<file path="src/rtl/rps_round_judge.sv">
// Rock/paper/scissors round judge.
// Collects one move per player, judges the round (or declares a forfeit
// after a timeout), then presents matchresult around a single round_pulse
// so the downstream score counter sees a stable result on both its edges.
module rps_round_judge #(
  parameter int TIMEOUT_CYCLES = 1000,
  parameter int CW             = 10
) (
  input  logic       clk,
  input  logic       resetn,       // asynchronous, active-high despite the name
  input  logic       p1_valid,
  input  logic [1:0] p1_move,
  input  logic       p2_valid,
  input  logic [1:0] p2_move,
  input  logic       game_over,
  output logic       p1_ack,
  output logic       p2_ack,
  output logic [1:0] matchresult,
  output logic       round_pulse,
  output logic       busy
);

  typedef enum logic [2:0] {IDLE, HAVE1, HAVE2, JUDGE, PULSE, HOLD} state_t;

  state_t          state, state_nx;
  logic [CW-1:0]   cnt, cnt_nx;
  logic [1:0]      mv1, mv2, mv1_nx, mv2_nx, mr_nx;
  logic            ok1, ok2, acc1, acc2, tout;

  // 01 rock, 10 paper, 11 scissors; 01 draw, 10 p1 wins, 11 p2 wins
  function automatic logic [1:0] judge(input logic [1:0] a, input logic [1:0] b);
    if (a == b) return 2'b01;
    if ((a == 2'b01 && b == 2'b11) || (a == 2'b10 && b == 2'b01) ||
        (a == 2'b11 && b == 2'b10)) return 2'b10;
    return 2'b11;
  endfunction

  // Next-state, acceptance and next-result decode
  always_comb begin
    state_nx = state;
    cnt_nx   = cnt;
    mv1_nx   = mv1;
    mv2_nx   = mv2;
    mr_nx    = matchresult;
    acc1     = 1'b0;
    acc2     = 1'b0;
    ok1      = p1_valid && (p1_move != 2'b00);
    ok2      = p2_valid && (p2_move != 2'b00);
    tout     = (cnt == CW'(TIMEOUT_CYCLES - 1));
    case (state)
      IDLE: begin
        // game_over only blocks the start of a round, never one in flight
        acc1   = ok1 && !game_over;
        acc2   = ok2 && !game_over;
        cnt_nx = '0;
        if (acc1) mv1_nx = p1_move;
        if (acc2) mv2_nx = p2_move;
        if (acc1 && acc2) begin
          state_nx = JUDGE;
          mr_nx    = judge(p1_move, p2_move);
        end else if (acc1) begin
          state_nx = HAVE1;
        end else if (acc2) begin
          state_nx = HAVE2;
        end
      end
      HAVE1: begin
        acc2   = ok2;
        cnt_nx = cnt + 1'b1;
        // a late move on the timeout edge still counts as a real move
        if (acc2) begin
          mv2_nx   = p2_move;
          state_nx = JUDGE;
          mr_nx    = judge(mv1, p2_move);
        end else if (tout) begin
          state_nx = JUDGE;
          mr_nx    = 2'b10;
        end
      end
      HAVE2: begin
        acc1   = ok1;
        cnt_nx = cnt + 1'b1;
        if (acc1) begin
          mv1_nx   = p1_move;
          state_nx = JUDGE;
          mr_nx    = judge(p1_move, mv2);
        end else if (tout) begin
          state_nx = JUDGE;
          mr_nx    = 2'b11;
        end
      end
      JUDGE:   state_nx = PULSE;
      PULSE:   state_nx = HOLD;
      HOLD: begin
        state_nx = IDLE;
        mr_nx    = 2'b00;
        mv1_nx   = 2'b00;
        mv2_nx   = 2'b00;
      end
      default: state_nx = IDLE;
    endcase
  end

  // State, counter, latched moves and registered outputs
  always_ff @(posedge clk or posedge resetn) begin
    if (resetn) begin
      state       <= IDLE;
      cnt         <= '0;
      mv1         <= 2'b00;
      mv2         <= 2'b00;
      matchresult <= 2'b00;
      round_pulse <= 1'b0;
      p1_ack      <= 1'b0;
      p2_ack      <= 1'b0;
      busy        <= 1'b0;
    end else begin
      state       <= state_nx;
      cnt         <= cnt_nx;
      mv1         <= mv1_nx;
      mv2         <= mv2_nx;
      matchresult <= mr_nx;
      round_pulse <= (state == JUDGE);
      p1_ack      <= acc1;
      p2_ack      <= acc2;
      busy        <= (state_nx != IDLE);
    end
  end

endmodule

</file>
<file path="config.mk">
export PLATFORM = sky130hd
export DESIGN_NAME = rps_round_judge
export DESIGN_NICKNAME = d
export VERILOG_FILES = /design/src/rtl/rps_round_judge.sv
export SDC_FILE = /design/constraint.sdc
export NUM_CORES = 1
export LEC_CHECK = 0
export CAP_MARGIN = 5
export CELL_PAD_IN_SITES_DETAIL_PLACEMENT = 0
export CELL_PAD_IN_SITES_GLOBAL_PLACEMENT = 1
export CORE_MARGIN = 5
export CORE_UTILIZATION = 25
export CTS_CLUSTER_SIZE = 40
export DETAILED_ROUTE_END_ITERATION = 10
export PLACE_DENSITY_LB_ADDON = 0.05
export SLEW_MARGIN = 20
export SYNTH_ARGS = -nofsm -noshare
export SYNTH_HDL_FRONTEND = slang
export SYNTH_SLANG_ARGS = --single-unit
</file>
<file path="constraint.sdc">
create_clock -name clk -period 2.7 [get_ports clk]
set_clock_uncertainty 0.15 [all_clocks]
set_input_delay 0.54 -clock clk [delete_from_list [all_inputs] [get_ports clk]]
set_output_delay 0.54 -clock clk [all_outputs]
set_load 0.02 [all_outputs]
</file>
# ---- Word-level counts from Yosys, hierarchy flattened
# Index checks and enable logic that the tools add are counted.
dict set report word_totals {
  regBits 23
  latch_bits 0
  ramBits 0
  mem_bits_ro 0
  output_inout_bits 6
  word_cells 126
  n_memories 0
}
dict set report op_classes {
  addsub 1
  n_mul 0
  div_mod_pow 0
  magnitude_cmp 0
  eq_ne 28
  shifts 0
  n_mux 55
  bitwise 0
  reduce_logical 33
}
# operator n
set ops {}
lappend ops {{2-bit 2-to-1 mux} 21}
lappend ops {{1-bit 2-to-1 mux} 21}
lappend ops {{10-bit one-hot mux with 2 select lines} 1}
lappend ops {{3-bit 2-to-1 mux} 6}
lappend ops {{2-bit == test, second input constant} 8}
lappend ops {{3-bit one-hot mux with 5 select lines} 1}
lappend ops {{1-bit logical AND} 14}
lappend ops {{2-bit one-hot mux with 3 select lines} 2}
lappend ops {{10-bit by 1-bit adder with 10-bit output, second input constant} 1}
lappend ops {{10-bit == test, second input constant} 1}
lappend ops {{2-bit inequality test, second input constant} 5}
lappend ops {{3-bit nonzero test} 3}
lappend ops {{2-bit by 1-bit == test with 1-bit output, second input constant} 4}
lappend ops {{2-bit one-hot mux with 4 select lines} 1}
lappend ops {{2-bit == test} 3}
lappend ops {{3-bit by 2-bit == test with 1-bit output, second input constant} 2}
lappend ops {{3-bit == test, second input constant} 2}
lappend ops {{1-bit logical OR} 6}
lappend ops {{3-bit inequality test, second input constant} 2}
lappend ops {{3-bit AND reduction} 2}
lappend ops {{2-bit nonzero test} 3}
lappend ops {{1-bit one-hot mux with 2 select lines} 2}
lappend ops {{4-bit AND reduction} 1}
lappend ops {{4-bit nonzero test} 1}
lappend ops {{other kinds (4)} 4}

# ---- Logic depth before layout (Yosys ltp)
# Gate-level depths: netlist of the first run.
dict set report logic_depth {
  word_depth 13
  ltp_mapped 6
  ltp_nobuf 6
}

# ---- Worst setup path before layout of the first run
# OpenSTA, ideal clock, no wires.
dict set report synth_path {
  path_kind {register to register}
  from {reg cnt[0]}
  to {reg matchresult[0]}
  arrival_ns 1.600
  required_ns 2.425
  slack_ns 0.824
  path_stages_with_launch 6
  path_buffers 0
  synth_period_minus_slack_ns 1.876
  path_cell_list {dfrtp_1 > ha_1 > or3b_1 > nor4_4 > o32a_2 > mux2_4}
}
dict set report synth_between {
  elab_chain_len 3
  word_cells_on_any_way 4
}
# item line_no
set synth_rtl {}
lappend synth_rtl {{from (decl)} 26} ;# logic [CW-1:0] cnt, cnt_nx;
lappend synth_rtl {{from (signal assigned)} 118} ;# cnt <= cnt_nx;
lappend synth_rtl {{10-bit == test (*)} 49} ;# tout = (cnt == CW'(TIMEOUT_CYCLES - 1));
lappend synth_rtl {{3-bit inequality test (no source line)} -}
lappend synth_rtl {{4-bit AND reduction (no source line) (*)} -}
lappend synth_rtl {{to (signal assigned)} 121} ;# matchresult <= mr_nx;
lappend synth_rtl {{to (decl)} 18} ;# output logic [1:0] matchresult,
# Every way passes the cells marked *; elsewhere a longest branch is shown, timed or not.
# A chain may end at the register's enable or synchronous reset.

# ---- Final worst setup path of the first run
dict set report layout_path {
  from {in p2_move[0]}
  to {reg matchresult[0]}
}
dict set report layout_between {
  elab_chain_len 12
  word_cells_on_any_way 45
}
# item line_no
set layout_rtl {}
lappend layout_rtl {{from (decl)} 14} ;# input logic [1:0] p2_move,
lappend layout_rtl {{2-bit == test / 2-bit by 1-bit == test with 1-bit output (equally long branches)} 33} ;# if ((a == 2'b01 && b == 2'b11) || (a == 2'b10 && b == 2'b01) ||
lappend layout_rtl {{1-bit logical AND} 33}
lappend layout_rtl {{1-bit logical OR (2 in a row)} 33}
lappend layout_rtl {{1-bit 2-to-1 mux (2 in a row)} 33}
lappend layout_rtl {{1-bit 2-to-1 mux, on equally long branches} {71, 58}}
lappend layout_rtl {{1-bit 2-to-1 mux} 50} ;# case (state)
lappend layout_rtl {{2-bit 2-to-1 mux} 35} ;# return 2'b11;
lappend layout_rtl {{2-bit 2-to-1 mux} 33}
lappend layout_rtl {{2-bit 2-to-1 mux, on equally long branches} {71, 58}}
lappend layout_rtl {{2-bit one-hot mux with 4 select lines} 50}
# Parallel ways exist; a longest one is shown, timed or not. The select of a mux whose other input is x is not followed.

==> impl_metrics.ini, run 1 <==
[worst_setup_path]
r2r-start = cnt[0]
reg2reg_to = matchresult[0]
worstPathRequired_ns = 2.70
cp_slowest_cell = clkdlybuf4s50_1
path_cells = clkdlybuf4s50_1 > nand3b_1 > o21ai_1 > a2111oi_0 > or3_1 > mux2_4
worst-setup-path-type = in2reg
crit_path_max_incr_delay_ns = 0.62
arrival_ns = 2.25
worstSetupStartpointType = input port
crit_path_end_kind = flip-flop
crit_fanout = 10
reg2reg_depth = 5
rrSetupSlack_ns = 0.64
cp-startpoint = p2_move[0]

[clock_tree]
cts_tree = built
clock_path_buffers = 2
ctsHoldBuffers = 0
postCtsSetupBuffers = 0
htreeDepth = 1
cts_buffers = 3
root_buffer = clkbuf_8
cts_resized = 0
clock_latency_ns = 0.26
path_clk_slew_ns = 0.08
cts_sinks = 23

[yosys]
synth_area_leaders = dfrtp_1, nand2_1, o21ai_0
synthFlopType = dfrtp_1
async_reset_ff_share_pct = 100
synth_commonest_cells = dfrtp_1, nand2_1, o21ai_0, a21oi_1, inv_1
ys_warn_count = 0
ys_ff_latch = 23
synth_area_um2 = 1460
syn_avg_cell_area_um2 = 9.28
synth_edf_count = 0
synth_area_leader_cell = dfrtp_1
netlist.area_leader.share_pct = 39.5
synth_most_common_cell = dfrtp_1
ys_seq_area_share_pct = 39.5
syn_nets = 167
synthCells = 157
synth_cell_types = 48

[power_and_ir_drop]
ir_drop_v = 0.000271
leakagePower_nw = 0.707
power.density_nw_per_um2 = 892

[route]
met3_length_um = 127
drtIter0Drc = 66
wl_per_cell_um = 14.0
drc = 0
highest_layer = met4
dr_wl_met2_um = 1500
vias_per_cell = 4.73
m1WireLength_um = 1780
wl_um = 3420
vias = 1153
drt-pass1-iter-count = 4
antenna_left = 0

[min_path]
holdPathEnd = cnt[9]
min_from = cnt[9]
worstHoldPathType = reg2reg
whs_path_depth = 1

[sta]
setup_viol = 0
fin_setup_tns_ns = 0
grt_setup_unrepaired = no
post-route-period-util_pct = 83.3
drv_slew = 0
fin_crit_ns = 2.25
max_slew_margin_pct = 59.3
max_freq_mhz = 444
hold_viol = 0
tightest_slew_ns = 0.611

[global_route]
overflow = 0
grt_max_degree = 24
grt_pass1_vias = 1157
track_usage_pct = 9.86
antenna_found_initial = 0
grt_pass1_wl_um = 5980

[placement]
gp_congestion = 0.715
port_buffers = 14
dpl_cell_area_um2 = 1650
place_hpwl_um = 2630

[finish]
fin_area_um2 = 1700
drive_gt1_share_pct = 12.2
area_delta_synth_final_pct = 16.7
num-nets-final = 183
n_antenna_cell = 0
post-route-util_pct = 30.5

[floorplanning]
core_um2 = 5570
floorplan.die.width_um = 86.3
start_util_pct = 26.1
fp-row-count = 27
io_pins = 15
die_y_um = 86.3
dieArea_um2 = 7450

[status]
status = completed

[run]
cap_violations = 0
power by group:
| group | leakage, nW | switching [W] | internal [W] | total [W] |
|---|---|---|---|---|
| Sequential | 0.299 | 0.000118 | 0.000442 | 0.000560 |
| Clock | 0.0228 | 0.000109 | 0.000105 | 0.000215 |
| Combinational | 0.386 | 0.000386 | 0.000354 | 0.000740 |
worst max path at each step:
stage	endpoint	slack [ns]	cells after the start
after CTS	matchresult[0]	0.44	6
after detailed placement	matchresult[0]	0.15	6
final	matchresult[0]	0.45	6
after floorplan	matchresult[0]	0.82	5
after global placement	matchresult[0]	0.16	6
after global routing	matchresult[0]	0.34	6
layer usage:
| layer | global-route usage [%] | up-vias |
|---|---|---|
| met5 | 0 | - |
| li1 | - | 593 |
| met3 | 2.09 | 2 |
| met2 | 14.4 | 13 |
| met4 | 2.12 | 0 |
| met1 | 14.8 | 545 |
area by class of cell:
type | instances | area (um2)
flip-flops and latches | 23 | 576
inverters | 9 | 33.8
clock buffers | 4 | 45.0
repair buffers | 19 | 178
well taps | 72 | 90.1
fillers | 603 | 3870
multi-input cells | 117 | 777
flip-flops by register name (all words and copies together) (netlist names):
register	count
cnt	10
state	3
matchresult	2
mv1	2
mv2	2
busy	1
p1_ack	1
p2_ack	1
round_pulse	1
through the flow:
stage                     hold WS (ns)  setup slack, ns  std cells  power (W)
after floorplan                  0.295            0.824        157    0.00110
final                            0.348            0.450        244    0.00151
after global placement           0.327            0.164        240    0.00132
after global routing             0.370            0.342        244    0.00165
after CTS                        0.347            0.442        244    0.00155
after detailed placement         0.328            0.151        240    0.00132
kinds of logic (layout without fill, tap and decap cells):
group / Yosys count / after routing / share of synthesized area (%)
AO/OA/AOI/OAI: 52 / 52 / 23.9
buffers and inverters: 17 / 32 / 7.13
XOR/XNOR: 7 / 7 / 4.21
adder cells (fa/ha/maj): 1 / 1 / 0.859
flip-flops: 23 / 23 / 39.5
multiplexers: 6 / 6 / 4.72
AND/OR/NAND/NOR: 51 / 51 / 19.7
worst max-delay path, delay by kind of cell:
kind	cells	cell delay, ns
mux	1	0.26
simple gates	2	0.64
compound gates	2	0.20
buf+inv	1	0.62
layout by cell type, fill, tap and decap left out, types with 2 or more instances in the layout:
cell type,instances
a21boi_0,2
clkdlybuf4s50_1,14
nand3_1,2
mux2_2,3
a211oi_1,3
inv_1,9
nor3_1,3
nand2b_1,4
nand2_1,20
o21ai_0,13
clkbuf_8,3
o22ai_1,5
buf_4,5
nand2b_4,2
a21oi_1,9
xnor2_1,6
mux2i_1,2
nand3b_1,2
o21ai_2,3
a31oi_1,3
dfrtp_1,23
and3_1,2
nor2_1,8
Note: power is estimated with default switching activity, not from simulation.
==> inputs of run 2 (changes only) <==
Clock period 2.7 ns to 2 ns, I/O delays scaled along.
==> impl_metrics.ini, run 2 (synthesized netlist as in run 1, its figures left out) <==
[sta]
fin_crit_ns = 1.93
grt_setup_unrepaired = yes
max_freq_mhz = 519
hold_ws_ns = 0.328
max_slew_margin_pct = 64.7
tightest_slew_ns = 0.525
drv_slew = 0
hold_viol = 0
setup_viol = 0
post-route-period-util_pct = 96.3

[clock_tree]
htreeDepth = 1
clock_path_buffers = 2
root_buffer = clkbuf_8
clock_latency_ns = 0.27
cts_buffers = 3
cts_tree = built
postCtsSetupBuffers = 0
ctsHoldBuffers = 0
path_clk_slew_ns = 0.09
cts_sinks = 23

[power_and_ir_drop]
ir_drop_v = 0.000391
finalPower_w = 0.00221
leakagePower_nw = 0.831
power.density_nw_per_um2 = 1180

[floorplanning]
core_um2 = 5570
io_pins = 15
start_util_pct = 26.1
fp-row-count = 27
die_y_um = 86.3
floorplan.die.width_um = 86.3
dieArea_um2 = 7450

[worst_setup_path]
r2r-start = cnt[1]
cp_slowest_cell = or3b_4
reg2reg_to = state[0]
worst-path-buf-inv = 1
arrival_ns = 1.95
path_cells = ha_2 > or3b_4 > nor4_4 > buf_4 > o21a_1 > a21oi_1 > o311ai_2
crit_path_end_kind = flip-flop
worstPathRequired_ns = 2.03
worstSetupStartpointType = flip-flop
crit_fanout = 2
crit_path_max_incr_delay_ns = 0.39
rrSetupSlack_ns = 0.07
path_depth = 7
worst-setup-path-type = reg2reg
reg2reg_depth = 7
critPathTopFamily = simple AND/OR/NAND/NOR gates

[finish]
drive_gt1_share_pct = 23.4
nFillCells = 609
largest_reg_flops = 10
top_regs = cnt (10), state (3)
num-nets-final = 203
layout_common_cells = buf_4, dfrtp_1, nand2_1, o21ai_0, clkdlybuf4s50_1
final_common_cell = buf_4
n_antenna_cell = 0
largest-register = cnt
area_delta_synth_final_pct = 28.5

[global_route]
antenna_found_initial = 0
grt_pass1_vias = 1221
grt_max_degree = 24
track_usage_pct = 10.6
overflow = 0
grt_pass1_wl_um = 6320

[route]
drc = 0
drtIter0Drc = 27
wl_um = 3630
wl_per_cell_um = 13.7
antenna_left = 0
vias_per_cell = 4.67
drt-pass1-iter-count = 4
vias = 1234

[run]
cap_violations = 0

[placement]
port_buffers = 14
place_hpwl_um = 2830
gp_congestion = 0.761

[status]
status = completed

[min_path]
worstHoldPathType = in2async
[run 2: worst register-to-register path, cell delays in order, from the launching register on]
cell and delay, ns:
dfrtp_1 0.37, ha_2 0.19, or3b_4 0.39, nor4_4 0.20
buf_4 0.17, o21a_1 0.10, a21oi_1 0.05, o311ai_2 0.21
[run 2: layout make-up]
cell class | count | area (um2) | area share (%)
Multi-Input combinational cell | 117 | 792 | 42.3
Sequential cell | 23 | 576 | 30.7
Timing Repair Buffer | 39 | 335 | 17.9
Tap cell | 72 | 90.1 | 4.81
Clock buffer | 4 | 45.0 | 2.41
Inverter | 9 | 33.8 | 1.80
[run 2: per-layer routing]
metal / vias up / wire length [um] / global-route usage, %
met5: - / 0 / 0
met4: 0 / 38 / 3.82
met3: 4 / 93 / 1.52
met2: 13 / 1580 / 15.7
met1: 583 / 1910 / 15.5
li1: 634 / - / -
[run 2: worst max-delay path by stage]
stage / endpoint / slack [ns] / from
4_1_cts: matchresult[0] / 0.005 / p1_move[0]
3_5_place_dp: matchresult[0] / -0.39 / p2_move[1]
5_1_grt: state[0] / -0.06 / cnt[1]
3_3_place_gp: matchresult[0] / -0.33 / p2_move[1]
2_1_floorplan: matchresult[0] / 0.12 / cnt[0]
6_report: state[0] / 0.07 / cnt[1]
[run 2: stage by stage]
stage	setup slack (ns)	setup TNS [ns]	utilization, %	area (um2)	cells
floorplan	0.124	0	-	1460	157
global placement	-0.326	-1.63	32.4	1800	260
detailed placement	-0.386	-1.93	32.4	1800	260
CTS	0.00510	0	33.2	1850	264
global route	-0.0596	-0.0596	33.6	1870	264
finish	0.0741	0	33.6	1870	264
[run 2: timing repair]
item	4_1_cts	5_1_grt
gates cloned	0	0
resized for setup	2	7
pin swaps	0	1
setup endpoints to repair	3	7
[run 2: power breakdown]
part	switching (W)	total, W	leakage, nW	internal (W)
Sequential	0.000149	0.000747	0.299	0.000597
Combinational	0.000563	0.00116	0.509	0.000594
Clock	0.000159	0.000302	0.0228	0.000142
Total	0.000872	0.00221	0.831	0.00133
==> inputs of run 3 (changes only) <==
Settings changed: CORE_MARGIN 5 to 2, CTS_CLUSTER_SIZE 40 to default.
==> impl_metrics.ini, run 3 (synthesized netlist as in run 1, its figures left out) <==
[status]
status = completed

[power_and_ir_drop]
ir_drop_v = 0.000399
power.density_nw_per_um2 = 1160
leakagePower_nw = 0.844

[clock_tree]
cts_resized = 2
ctsHoldBuffers = 0
cts_tree = built
root_buffer = clkbuf_8
htreeDepth = 1
cts_sinks = 23
path_clk_slew_ns = 0.09
clock_latency_ns = 0.26
clock_path_buffers = 2
cts_buffers = 3
postCtsSetupBuffers = 0

[finish]
layout_common_cells = buf_4, dfrtp_1, nand2_1, o21ai_0, clkdlybuf4s50_1
top_regs = cnt (10), state (3)
drive_gt1_share_pct = 23.6
num-nets-final = 206
n_antenna_cell = 0
nFillCells = 583
area_delta_synth_final_pct = 29.9
final_common_cell = buf_4
post-route-util_pct = 33.9
largest-register = cnt
largest_reg_flops = 10
fin_cells = 267

[sta]
tightest_slew_ns = 0.622
hold_viol = 0
drv_slew = 0
grt_setup_unrepaired = yes
setup_viol = 0
fin_crit_ns = 1.95
max_slew_margin_pct = 58.1
fin_setup_tns_ns = 0
max_freq_mhz = 512
hold_ws_ns = 0.334
post-route-period-util_pct = 97.6

[global_route]
grt_max_degree = 24
grt_use_met1_pct = 17.9
grt_pass1_wl_um = 6180
use_met2_pct = 19.3
overflow = 0
busiest_layer = met2
grt_pass1_vias = 1266
grt_use_met3_pct = 1.46
antenna_found_initial = 0
track_usage_pct = 12.3

[floorplanning]
dieArea_um2 = 6450
io_pins = 15
die_y_um = 80.3
fp-row-count = 27
floorplan.die.width_um = 80.3
start_util_pct = 26.1
core_um2 = 5570

[worst_setup_path]
reg2reg_to = matchresult[0]
crit_path_end_kind = flip-flop
path_cells = clkdlybuf4s50_1 > buf_6 > nand2_1 > nor3_1 > a2111oi_0 > or3_1 > mux2_4
reg2reg_depth = 5
crit_fanout = 9
worstSetupStartpointType = input port
cp_slowest_cell = clkdlybuf4s50_1
arrival_ns = 1.95
r2r-start = cnt[0]
worst-setup-path-type = in2reg
critPathTopFamily = buffers and inverters
rrSetupSlack_ns = 0.10
worstPathRequired_ns = 2.00
crit_path_max_incr_delay_ns = 0.47
worst-path-buf-inv = 2

[min_path]
worstHoldPathType = in2async

[route]
wl_per_cell_um = 13.3
vias = 1256
drt-pass1-iter-count = 4
vias_per_cell = 4.70
antenna_left = 0
drc = 0
drtIter0Drc = 51
wl_um = 3560

[placement]
gp_congestion = 0.777
place_hpwl_um = 2790
port_buffers = 14
dp_cells = 263

[run]
cap_violations = 0
==> run 3: cell types whose count changed in the layout (fill, tap and decap cells not counted) <==
cell | before | now
nor3_1 | 2 | 3
a2111oi_0 | 0 | 1
o21ai_4 | 0 | 1
a2111oi_1 | 1 | 0
buf_4 | 24 | 27
o21ai_0 | 13 | 12
nor3_2 | 1 | 0
o21ai_1 | 0 | 2
o21ai_2 | 4 | 2
==> run 3: final cells by class <==
type	count	area (um2)	share of cell area, %
Multi-Input combinational cell	117	790	41.7
Sequential cell	23	576	30.4
Timing Repair Buffer	42	358	18.9
Tap cell	72	90.1	4.76
Clock buffer	4	45.0	2.38
Inverter	9	33.8	1.79
==> run 3: how the worst max path moves through the flow <==
stage / startpoint / endpoint / slack [ns] / cells past startpoint
global placement: p2_move[1] / mv2[1] / -0.35 / 6
CTS: p1_move[1] / matchresult[0] / 0.01 / 6
global route: p2_move[0] / matchresult[0] / -0.01 / 7
detailed placement: p2_move[1] / mv2[0] / -0.39 / 6
finish: p2_move[0] / matchresult[0] / 0.05 / 7
floorplan: cnt[0] / matchresult[0] / 0.12 / 5
==> run 3: layer usage <==
metal | vias to the layer above | part of all wire [%] | wire, um
met5 | - | 0 | 0
met4 | 0 | 0.70 | 25
met3 | 2 | 4.0 | 141
met2 | 23 | 44 | 1570
met1 | 587 | 51 | 1820
li1 | 644 | - | -
==> run 3: through the flow <==
stage | setup slack, ns | total power [W] | area (um2)
finish | 0.0486 | 0.00219 | 1890
global route | -0.0146 | 0.00239 | 1890
CTS | 0.0136 | 0.00222 | 1870
detailed placement | -0.386 | 0.00191 | 1830
global placement | -0.346 | 0.00192 | 1830
floorplan | 0.124 | 0.00148 | 1460
==> run 3: power by group <==
part	total [W]	switching (W)	internal (W)	leakage, nW
Sequential	0.000742	0.000144	0.000597	0.299
Combinational	0.00115	0.000562	0.000592	0.523
Clock	0.000296	0.000154	0.000142	0.0228
Total	0.00219	0.000860	0.00133	0.844
==> run 3: worst reg2reg max path, delay by kind of cell (launching register included) <==
| family | cells | cell delay [ns] |
|---|---|---|
| muxes | 1 | 0.29 |
| adders and majority gates | 1 | 0.18 |
| DFF | 1 | 0.36 |
| and+or+nand+nor | 2 | 0.58 |
| AOI/OAI and AO/OA | 1 | 0.22 |
